--- src/rtl/mem_access_sequencer.sv ---
// mem_access_sequencer: arbitrates instruction fetch and load/store onto one shared BRAM port,
// with region decode, read-latency handling and one registered response per access.
// Optional MEM_PERF_CNT_EN adds saturating per-class access counters.
module mem_access_sequencer #(
   parameter int INSTR_WORDS = 80,
   parameter int ADDR_W      = 10,
   parameter int DATA_W      = 32,
   parameter int RD_LATENCY  = 1
) (
   input  logic              clk,
   input  logic              rst_n,
   input  logic              if_req,
   input  logic [ADDR_W-1:0] if_addr,
   output logic              if_gnt,
   output logic              if_rvalid,
   output logic [DATA_W-1:0] if_rdata,
   output logic              if_fault,
   input  logic              ls_req,
   input  logic              ls_we,
   input  logic [ADDR_W-1:0] ls_addr,
   input  logic [DATA_W-1:0] ls_wdata,
   output logic              ls_gnt,
   output logic              ls_rvalid,
   output logic [DATA_W-1:0] ls_rdata,
   output logic              ls_fault,
   output logic              mem_en,
   output logic              mem_we,
   output logic [ADDR_W-1:0] mem_addr,
   output logic [DATA_W-1:0] mem_wdata,
   input  logic [DATA_W-1:0] mem_rdata,
   output logic              busy
`ifdef MEM_PERF_CNT_EN
   ,
   output logic [31:0]       perf_if_cnt,
   output logic [31:0]       perf_ld_cnt,
   output logic [31:0]       perf_st_cnt
`endif
);
   typedef enum logic [1:0] {IDLE, ISSUE, WAIT, RESP} state_t;
   localparam logic [ADDR_W-1:0] IW   = ADDR_W'(INSTR_WORDS);
   localparam logic [1:0]        LAST = 2'(RD_LATENCY - 1);
   state_t     state;
   logic [1:0] cnt;
   logic [1:0] streak;
   logic       sel_ls, sel_we, sel_fault;
   logic       if_oob, ls_sfault, starve, pick_ls;
   assign if_oob    = if_addr >= IW;
   assign ls_sfault = ls_we && ls_addr < IW;
   assign starve    = streak == 2'd2 && if_req;
   assign pick_ls   = ls_req && !starve;
   // sequencer FSM: arbitrate in IDLE, drive the BRAM in ISSUE, wait out read latency, respond
   always_ff @(posedge clk or negedge rst_n) begin
      if (!rst_n) begin
         state     <= IDLE;
         cnt       <= '0;
         streak    <= '0;
         sel_ls    <= 1'b0;
         sel_we    <= 1'b0;
         sel_fault <= 1'b0;
         if_gnt    <= 1'b0;
         if_rvalid <= 1'b0;
         if_rdata  <= '0;
         if_fault  <= 1'b0;
         ls_gnt    <= 1'b0;
         ls_rvalid <= 1'b0;
         ls_rdata  <= '0;
         ls_fault  <= 1'b0;
         mem_en    <= 1'b0;
         mem_we    <= 1'b0;
         mem_addr  <= '0;
         mem_wdata <= '0;
         busy      <= 1'b0;
      end else begin
         if_gnt    <= 1'b0;
         ls_gnt    <= 1'b0;
         if_rvalid <= 1'b0;
         ls_rvalid <= 1'b0;
         if_fault  <= 1'b0;
         ls_fault  <= 1'b0;
         mem_we    <= 1'b0;
         mem_addr  <= '0;
         mem_wdata <= '0;
         case (state)
            IDLE: if (ls_req || if_req) begin
               state     <= ISSUE;
               busy      <= 1'b1;
               sel_ls    <= pick_ls;
               sel_we    <= pick_ls && ls_we;
               sel_fault <= pick_ls ? ls_sfault : if_oob;
               ls_gnt    <= pick_ls;
               if_gnt    <= !pick_ls;
               mem_en    <= pick_ls || !if_oob;
               mem_we    <= pick_ls && ls_we && !ls_sfault;
               mem_addr  <= pick_ls ? ls_addr : if_addr;
               mem_wdata <= (pick_ls && ls_we) ? ls_wdata : '0;
               streak    <= (pick_ls && if_req) ? streak + 2'd1 : 2'd0;
            end
            ISSUE: begin
               state     <= sel_we ? RESP : WAIT;
               mem_en    <= sel_we ? 1'b0 : mem_en;
               ls_rvalid <= sel_we;
               ls_fault  <= sel_we && sel_fault;
            end
            WAIT: if (cnt == LAST) begin
               state     <= RESP;
               cnt       <= '0;
               mem_en    <= 1'b0;
               if_rvalid <= !sel_ls;
               if_fault  <= !sel_ls && sel_fault;
               if_rdata  <= sel_ls ? if_rdata : (sel_fault ? '0 : mem_rdata);
               ls_rvalid <= sel_ls;
               ls_rdata  <= sel_ls ? mem_rdata : ls_rdata;
            end else begin
               cnt <= cnt + 2'd1;
            end
            default: begin
               state <= IDLE;
               busy  <= 1'b0;
            end
         endcase
      end
   end
`ifdef MEM_PERF_CNT_EN
   // count every completed access, faulted ones included, saturating at all-ones
   always_ff @(posedge clk or negedge rst_n) begin
      if (!rst_n) begin
         perf_if_cnt <= '0;
         perf_ld_cnt <= '0;
         perf_st_cnt <= '0;
      end else if (state == RESP) begin
         if (!sel_ls && perf_if_cnt != '1) perf_if_cnt <= perf_if_cnt + 32'd1;
         if (sel_ls && !sel_we && perf_ld_cnt != '1) perf_ld_cnt <= perf_ld_cnt + 32'd1;
         if (sel_ls && sel_we && perf_st_cnt != '1) perf_st_cnt <= perf_st_cnt + 32'd1;
      end
   end
`endif
endmodule

--- config.mk ---
export PLATFORM = sky130hd
export DESIGN_NAME = mem_access_sequencer
export DESIGN_NICKNAME = d
export VERILOG_FILES = /design/src/rtl/mem_access_sequencer.sv
export SDC_FILE = /design/constraint.sdc
export NUM_CORES = 1
export LEC_CHECK = 0
export CAP_MARGIN = 10
export CORE_UTILIZATION = 40
export CTS_CLUSTER_SIZE = 20
export DETAILED_ROUTE_END_ITERATION = 10
export DONT_BUFFER_PORTS = 1
export GPL_TIMING_DRIVEN = 0
export HOLD_SLACK_MARGIN = 0.08
export PLACE_DENSITY = 0.57
export SKIP_CTS_REPAIR_TIMING = 1
export SKIP_LAST_GASP = 1
export SLEW_MARGIN = 20
export SYNTH_ARGS = -nofsm -noshare
export SYNTH_HDL_FRONTEND = slang
export SYNTH_SLANG_ARGS = --single-unit
export TNS_END_PERCENT = 30
--- constraint.sdc ---
create_clock -name clk -period 1.84 [get_ports clk]
set_clock_uncertainty 0.1 [all_clocks]
set_input_delay 0.092 -clock clk [delete_from_list [all_inputs] [get_ports clk]]
set_output_delay 0.092 -clock clk [all_outputs]
set_load 0.01 [all_outputs]
==> flow_summary_export.csv, run 1 <==
group,metric,value,unit
outcome,status,"finished with violations",
outcome,violations,"negative hold slack",
global_route,grt_pass1_vias,3084,
route,post_drt_wl_per_cell,17.29,µm
global_route,grt_pass1_wl,16.58,mm
timing,finalHoldViolCount,124,
critical_path,endpoint_kind,"flip-flop",
cts,clock_path_buffers,2,
route,drtPass1Iterations,4,
critical_path,worstPathArrival,2.02,ns
critical_path,startpoint_type,"input pin",
global_route,grt_max_degree,125,
route,ant_nets,0,
min_path,hold_class,"input pin to async pin",
die,io_pins,204,
yosys,synth_ff_type,"dfrtp_1",
cts,clock-sinks,124,
die,dieHeight,110.5,µm
route,drt_drc_violations_left,0,
route,wl,11.40,mm
die,chipWidth,110.5,µm
critical_path,slowest_stage,"dlygate4sd3_1",
placed_design,place_congestion,0.7486,
critical_path,worstSetupPathType,"input pin to flip-flop",
cts,tritoncts,"yes",
die,dieArea,12210,µm²
timing,finalSetupViolations,0,
cts,clk_latency,0.41,ns
placed_design,io_buffer_count,0,
cts,cts_root_buf,"clkbuf_16",
global_route,overflow,0,
pwr,leakagePower,2.939,nW
yosys,ys_ff_latch,124,
final_layout,diodes,0,
timing,max_freq,546.3,MHz
pwr,ir_drop,0.8684,mV
yosys,yosys_warnings,0,
critical_path,crit_top_cell,"dlygate4sd3_1",
yosys,netlist_instances,394,
route,drtIter0Drc,171,
timing,slew_headroom,0.6630,
critical_path,r2r_slack,0.02,ns
critical_path,critical-path-top-delay-family,"buffers and inverters",
pwr,power_density,1557,nW/µm²
yosys,syn_area,4708,µm²
yosys,synth.avg_cell_area,11.95,µm²
timing,rsz0062_at_grt,"true",
global_route,antenna_found_initial,0,
yosys,synth_edf_count,0,
cts,cts_made_buffers,17,
critical_path,cpPeakStageDelay,0.65,ns
yosys,async_flop_share,1.000,
critical_path,critical_path_buf_inv_count,2,
placed_design,dp.cells,537,
final_layout,fin_nets,599,
timing,slew_violations,0,
yosys,ys_seq_area_frac,0.6590,
final_layout,fillers,983,
timing,fin_hold_ws,-0.7202,ns
placed_design,hpwl,7.106,mm
route,vias_per_cell,5.021,
final_layout,area_delta_synth_final,35.26,%
cts,clkTransAtPathRegs,0.06,ns
timing,fin_crit_sh,0.9948,
flow_run,cap_violations,0,
cts,h-tree-depth,4,
critical_path,cp_max_fo,5,
critical_path,worstPathCellList,"dlygate4sd3_1 -> nor2_1 -> dlygate4sd3_1 -> a21oi_1 -> mux2_2",
final_layout,drive_above_1_share,0.1744,
die,core_area,11470,µm²
final_layout,fin_cells,659,
critical_path,cp.required,2.03,ns
die,row_count,39,
die,initial_utilization,0.4106,
final_layout,fin_util,0.5554,
route,vias,3309,
timing,tightestPinTransition,0.5056,ns
timing,fin_crit,1.830,ns
global_route,track_usage,0.1786,
yosys,synth_fp_nets,490,
yosys,synth_cell_type_count,32,
==> kinds of logic after synthesis <==
logic type / share of synthesized area
mux: 0.08371
fa+ha+maj: 0.01860
buf+inv: 0.02657
compound gates: 0.07494
flops: 0.6590
simple gates: 0.1371
==> worst reg2reg max path, stage by stage (launching register included) <==
cell and delay (ns):
dfrtp_1 0.40, inv_2 0.06, ha_1 0.19, buf_2 0.16, nor2b_1 0.17, a2111oi_2 0.26
mux2_2 0.37
==> report_power, final <==
part           leakage (nW)  internal, mW  switching [mW]  total, mW
sequential             1.61          3.63           0.990       4.62
combinational          1.07          1.11            1.16       2.27
clock                 0.253          1.74            1.29       3.02
==> worst paths after layout <==
kind                            start            to  cells past startpoint
max                            ls_req      state[0]                      5
min                             rst_n  ls_rdata[26]                      0
max reg2reg                  state[0]        mem_en                      6
min reg2reg                 streak[0]     streak[0]                      1
max in group asynchronous       rst_n   if_rdata[7]                      0
min in group clk           if_addr[5]     sel_fault                      3
==> flip-flops by register name (all words and copies together), names as in the netlist, 2 cells and up <==
| name | cells |
|---|---|
| cnt | 2 |
| if_rdata | 32 |
| ls_rdata | 32 |
| mem_addr | 10 |
| mem_wdata | 32 |
| state | 2 |
| streak | 2 |
==> layer usage <==
layer	vias up	routed length [µm]	global-route usage
met3	18	1268	0.1048
li1	1518	-	-
met1	1605	4502	0.1997
met4	0	186	0.08800
met2	168	5439	0.2700
met5	-	0	0
==> synth_stat cells (2+ instances only) <==
cell type    n  share of area
buf_2       10          0.011
clkbuf_2     3         0.0032
nand2_1     89          0.071
nor2b_1      2         0.0027
o21ai_0     36          0.038
mux2_2      35          0.084
a21o_1       2         0.0032
ha_1         7          0.019
and2_1      33          0.044
dfrtp_1    124           0.66
a21oi_1     12          0.013
inv_1        8         0.0064
clkbuf_1     7         0.0056
a21boi_0     2         0.0032
nor2_1       7         0.0056
==> cells in the final DEF (no fill, tap or decap), types with 4 or more instances in the layout <==
| cell type | netlist | layout |
|---|---|---|
| clkbuf_16 | 0 | 17 |
| a21oi_1 | 12 | 12 |
| clkbuf_4 | 0 | 4 |
| buf_2 | 10 | 4 |
| nor2_1 | 7 | 7 |
| clkbuf_1 | 7 | 5 |
| ha_1 | 7 | 6 |
| inv_6 | 0 | 6 |
| inv_1 | 8 | 7 |
| clkinvlp_4 | 0 | 5 |
| mux2_2 | 35 | 35 |
| nand2_1 | 89 | 89 |
| dfrtp_1 | 124 | 124 |
| and2_1 | 33 | 33 |
| o21ai_0 | 36 | 35 |
| dlygate4sd3_1 | 0 | 89 |
==> metrics by stage <==
| stage | power (mW) | area [µm²] | hold WS (ns) | setup TNS [ns] | setup slack (ns) |
|---|---|---|---|---|---|
| after global routing | 10.54 | 6369 | -0.7528 | -2.412 | -0.09995 |
| after global placement | 6.629 | 4887 | -0.3013 | -4.125 | -0.1040 |
| final | 9.916 | 6369 | -0.7202 | 0 | 0.009586 |
| after floorplan | 6.066 | 4708 | -0.3036 | 0 | 0.04305 |
| after detailed placement | 6.730 | 4887 | -0.3013 | -8.035 | -0.2066 |
| after CTS | 9.770 | 5426 | -0.7386 | -9.453 | -0.2350 |
==> layout make-up <==
cell class              instances  area [µm²]  share of cell area
inverters                       9       33.78            0.005305
plain buffers                  20       127.6             0.02004
clock buffers                  17       425.4             0.06680
clock inverters                15       113.9             0.01788
well taps                     143       178.9             0.02809
repair buffers                 90       898.4              0.1411
multi-input cells             241        1488              0.2336
flip-flops and latches        124        3103              0.4872
No activity file was read; power rests on OpenSTA's default activity.
==> inputs of run 2 (changes only) <==
- GPL_TIMING_DRIVEN: 0 -> not set
==> flow_summary_export.csv, run 2 (synthesized netlist as in run 1, its figures left out) <==
group,metric,value,unit
final_layout,largest_registers,"if_rdata x32, ls_rdata x32, mem_wdata x32",
global_route,grt_pass1_vias,3020,
final_layout,mostFrequentLayoutCells,"124 x dfrtp_1, 89 x nand2_1, 87 x dlygate4sd3_1, 36 x o21ai_0, 35 x mux2_2",
placed_design,hpwl,6.598,mm
route,vias,3218,
placed_design,place_congestion,0.7463,
critical_path,endpoint_kind,"flip-flop",
final_layout,final_common_cell,"dfrtp_1",
global_route,overflow,0,
pwr,power_density,1632,nW/µm²
cts,clkTransAtPathRegs,0.05,ns
cts,tritoncts,"yes",
global_route,grt_max_degree,125,
route,vias_per_cell,4.966,
critical_path,worstPathCellList,"inv_1 -> ha_1 -> or4_1 -> o22ai_1 -> mux2_2",
final_layout,drive_above_1_share,0.1644,
critical_path,cp.required,2.08,ns
timing,finalSetupViolations,0,
die,row_count,39,
die,core_area,11470,µm²
critical_path,worstSetupPathType,"flip-flop to flip-flop",
route,drtIter0Drc,213,
cts,cts_made_buffers,17,
die,dieArea,12210,µm²
timing,max_freq,572.7,MHz
critical_path,slowest_stage,"or4_1",
cts,clk_latency,0.40,ns
die,initial_utilization,0.4106,
placed_design,dp.cells,529,
global_route,grt_pass1_wl,15.68,mm
die,dieHeight,110.5,µm
timing,fin_hold_ws,-0.7125,ns
pwr,leakagePower,2.984,nW
cts,clock_path_buffers,2,
critical_path,startpoint_type,"flip-flop",
timing,finalHoldViolCount,124,
timing,fin_crit_sh,0.9489,
route,drt_drc_violations_left,0,
pwr,p_total,10.56,mW
timing,rsz0062_at_grt,"false",
critical_path,cpPeakStageDelay,0.53,ns
final_layout,fin_nets,588,
timing,slew_violations,0,
route,post_drt_wl_per_cell,16.76,µm
final_layout,diodes,0,
timing,fin_crit,1.746,ns
placed_design,io_buffer_count,0,
route,ant_nets,0,
flow_run,cap_violations,0,
cts,h-tree-depth,4,
outcome,violations,"negative hold slack",
critical_path,cp_max_fo,4,
global_route,track_usage,0.1658,
route,wl,10.86,mm
die,chipWidth,110.5,µm
outcome,status,"finished with violations",
cts,cts_root_buf,"clkbuf_16",
timing,slew_headroom,0.7667,
final_layout,fillers,914,
final_layout,area_delta_synth_final,37.42,%
timing,setup_tns,0,ns
cts,clock-sinks,124,
timing,tightestPinTransition,0.3500,ns
global_route,antenna_found_initial,0,
final_layout,fin_cells,648,
die,io_pins,204,
critical_path,worstPathArrival,1.98,ns
route,drtPass1Iterations,5,
min_path,hold_class,"input pin to async pin",
pwr,ir_drop,0.8251,mV
critical_path,r2r_slack,0.09,ns
run 2: cell count changes in the layout (fill, tap and decap cells not counted), moves of 3 or more:
cell	before	now
clkinv_2	3	0
inv_6	6	1
clkbuf_4	4	0
buf_2	4	0
buf_6	3	0
bufinv_16	0	5
clkbuf_1	5	1
buf_4	3	8
buf_12	0	4
run 2: worst paths after layout:
path,cells past startpoint,startpoint,end
worst max-delay path,5,state[0],mem_en
worst min-delay path,0,rst_n,ls_rdata[26]
worst max register to register,5,state[0],mem_en
worst min register to register,1,streak[0],streak[0]
max in group asynchronous,0,rst_n,mem_wdata[5]
min in group clk,3,if_addr[9],sel_fault
run 2: cell type report:
class	count	area (µm²)	share of cell area
clock buffers	19	442.9	0.06846
well taps	143	178.9	0.02765
repair buffers	99	1011	0.1563
multi-input cells	241	1485	0.2295
inverters	9	33.78	0.005221
clock inverters	13	215.2	0.03326
flip-flops and latches	124	3103	0.4796
run 2: layer usage:
| metal | vias to the layer above | GRT usage | share of wire | wire length, µm |
|---|---|---|---|---|
| li1 | 1491 | - | - | - |
| met1 | 1533 | 0.1890 | 0.40 | 4376 |
| met2 | 176 | 0.2464 | 0.47 | 5094 |
| met3 | 18 | 0.09934 | 0.11 | 1191 |
| met4 | 0 | 0.07911 | 0.019 | 201 |
| met5 | - | 0 | 0 | 0 |
run 2: worst max-delay path, delay by kind of cell (launching register included):
| family | cells | cell delay, ns |
|---|---|---|
| AO/OA/AOI/OAI | 1 | 0.13 |
| adder cells (fa/ha/maj) | 1 | 0.31 |
| buffers and inverters | 1 | 0.08 |
| flip-flops | 1 | 0.39 |
| multiplexers | 1 | 0.16 |
| AND/OR/NAND/NOR | 1 | 0.53 |
run 2: stage by stage:
step	util	worst slack [ns]	area (µm²)
after floorplan	-	0.04305	4708
after global placement	0.4309	0.1297	4941
after detailed placement	0.4309	0.09055	4941
after CTS	0.4883	0.08388	5599
after global routing	0.5642	0.006088	6470
final	0.5642	0.09399	6470
run 2: report_power, final:
| part | switching, mW | internal (mW) |
|---|---|---|
| logic | 1.14 | 1.15 |
| registers | 0.993 | 3.63 |
| clock network | 1.20 | 2.45 |
==> inputs of run 3 (changes only) <==
- CTS_BUF_LIST: not set -> sky130_fd_sc_hd__clkbuf_16
==> flow_summary_export.csv, run 3 (synthesized netlist as in run 1, its figures left out) <==
group,metric,value,unit
cts,cts_made_buffers,17,
die,io_pins,204,
placed_design,hpwl,6.598,mm
final_layout,final_common_cell,"dfrtp_1",
global_route,track_usage,0.1657,
final_layout,drive_above_1_share,0.1624,
placed_design,io_buffer_count,0,
final_layout,fin_area,6460,µm²
critical_path,cp.required,2.08,ns
final_layout,area_delta_synth_final,37.20,%
placed_design,place_area,4941,µm²
min_path,hold_class,"input pin to async pin",
die,core_area,11470,µm²
global_route,grt_max_degree,125,
timing,finalHoldViolCount,124,
die,chipWidth,110.5,µm
route,ant_nets,0,
placed_design,dp_slack,0.09055,ns
route,vias,3224,
timing,max_freq,570.8,MHz
timing,fin_crit,1.752,ns
timing,rsz0062_at_grt,"false",
timing,setup_tns,0,ns
timing,fin_crit_sh,0.9522,
cts,clkTransAtPathRegs,0.05,ns
cts,h-tree-depth,4,
pwr,leakagePower,2.982,nW
outcome,violations,"negative hold slack",
final_layout,diodes,0,
final_layout,largest_registers,"if_rdata x32, ls_rdata x32, mem_wdata x32",
critical_path,startpoint_type,"flip-flop",
route,drtIter0Drc,221,
die,initial_utilization,0.4106,
cts,cts_root_buf,"clkbuf_16",
route,post_drt_wl_per_cell,16.72,µm
placed_design,place_congestion,0.7463,
die,dieHeight,110.5,µm
timing,slew_headroom,0.7651,
critical_path,endpoint_kind,"flip-flop",
final_layout,fin_nets,588,
route,drtPass1Iterations,5,
timing,tightestPinTransition,0.3523,ns
timing,setup_slack,0.08794,ns
pwr,power_density,1626,nW/µm²
cts,clock_path_buffers,2,
timing,finalSetupViolations,0,
cts,clk_latency,0.40,ns
global_route,antenna_found_initial,0,
global_route,grt_pass1_vias,3018,
route,drt_drc_violations_left,0,
pwr,ir_drop,0.8251,mV
global_route,grt_pass1_wl,15.66,mm
critical_path,cp_max_fo,4,
timing,slew_violations,0,
global_route,overflow,0,
final_layout,mostFrequentLayoutCells,"124 x dfrtp_1, 89 x nand2_1, 87 x dlygate4sd3_1, 36 x o21ai_0, 35 x mux2_2",
critical_path,worstSetupPathType,"flip-flop to flip-flop",
flow_run,cap_violations,0,
critical_path,worstPathArrival,1.99,ns
route,wl,10.84,mm
die,row_count,39,
outcome,status,"finished with violations",
route,vias_per_cell,4.975,
cts,tritoncts,"yes",
timing,fin_hold_ws,-0.7117,ns
die,dieArea,12210,µm²
cts,clock-sinks,124,
[run 3: cell count changes in the layout (fill, tap and decap cells not counted), sizes merged]
cell | previous run | this run
clkbuf | 19 | 17
inv | 9 | 10
clkinv | 4 | 5
[run 3: routing by layer]
metal	vias up	wire length, µm	GRT usage	share of wire
li1	1492	-	-	-
met1	1542	4363	0.1890	0.40
met2	173	5096	0.2460	0.47
met3	17	1183	0.09934	0.11
met4	0	193	0.07911	0.018
met5	-	0	0	0
[run 3: final cells by class]
cell class | count | area, µm²
fillers | 918 | 5007
flip-flops and latches | 124 | 3103
multi-input cells | 241 | 1485
repair buffers | 99 | 1011
clock buffers | 17 | 425.4
clock inverters | 15 | 222.7
well taps | 143 | 178.9
inverters | 9 | 33.78
[run 3: worst paths after layout]
check / start / to / slack [ns] / cells past startpoint
worst max-delay path: state[0] / mem_en / 0.09 / 5
worst min-delay path: rst_n / ls_rdata[26] / -0.71 / 0
worst max register to register: state[0] / mem_en / 0.09 / 5
worst min register to register: streak[0] / streak[0] / 0.40 / 1
max in group asynchronous: rst_n / mem_wdata[5] / 2.22 / 0
min in group clk: if_addr[9] / sel_fault / 0.10 / 3
[run 3: report_power, final]
part	leakage, nW	internal (mW)	switching [mW]
sequential	1.61	3.63	0.993
clock	0.305	2.40	1.19
combinational	1.06	1.15	1.14
total	2.98	7.18	3.32
[run 3: through the flow]
| step | std cells | power, mW | util | hold WS, ns |
|---|---|---|---|---|
| floorplan | 394 | 6.066 | - | -0.3036 |
| global placement | 529 | 6.727 | 0.4309 | -0.3011 |
| detailed placement | 529 | 6.817 | 0.4309 | -0.3012 |
| CTS | 561 | 10.44 | 0.4874 | -0.7319 |
| global route | 648 | 11.10 | 0.5633 | -0.7350 |
| finish | 648 | 10.51 | 0.5633 | -0.7117 |
[run 3: worst max-delay path: stages, from the launching register on]
cell,delay (ns)
dfrtp_1,0.39
inv_1,0.08
ha_1,0.31
or4_1,0.53
o22ai_1,0.13
mux2_2,0.16
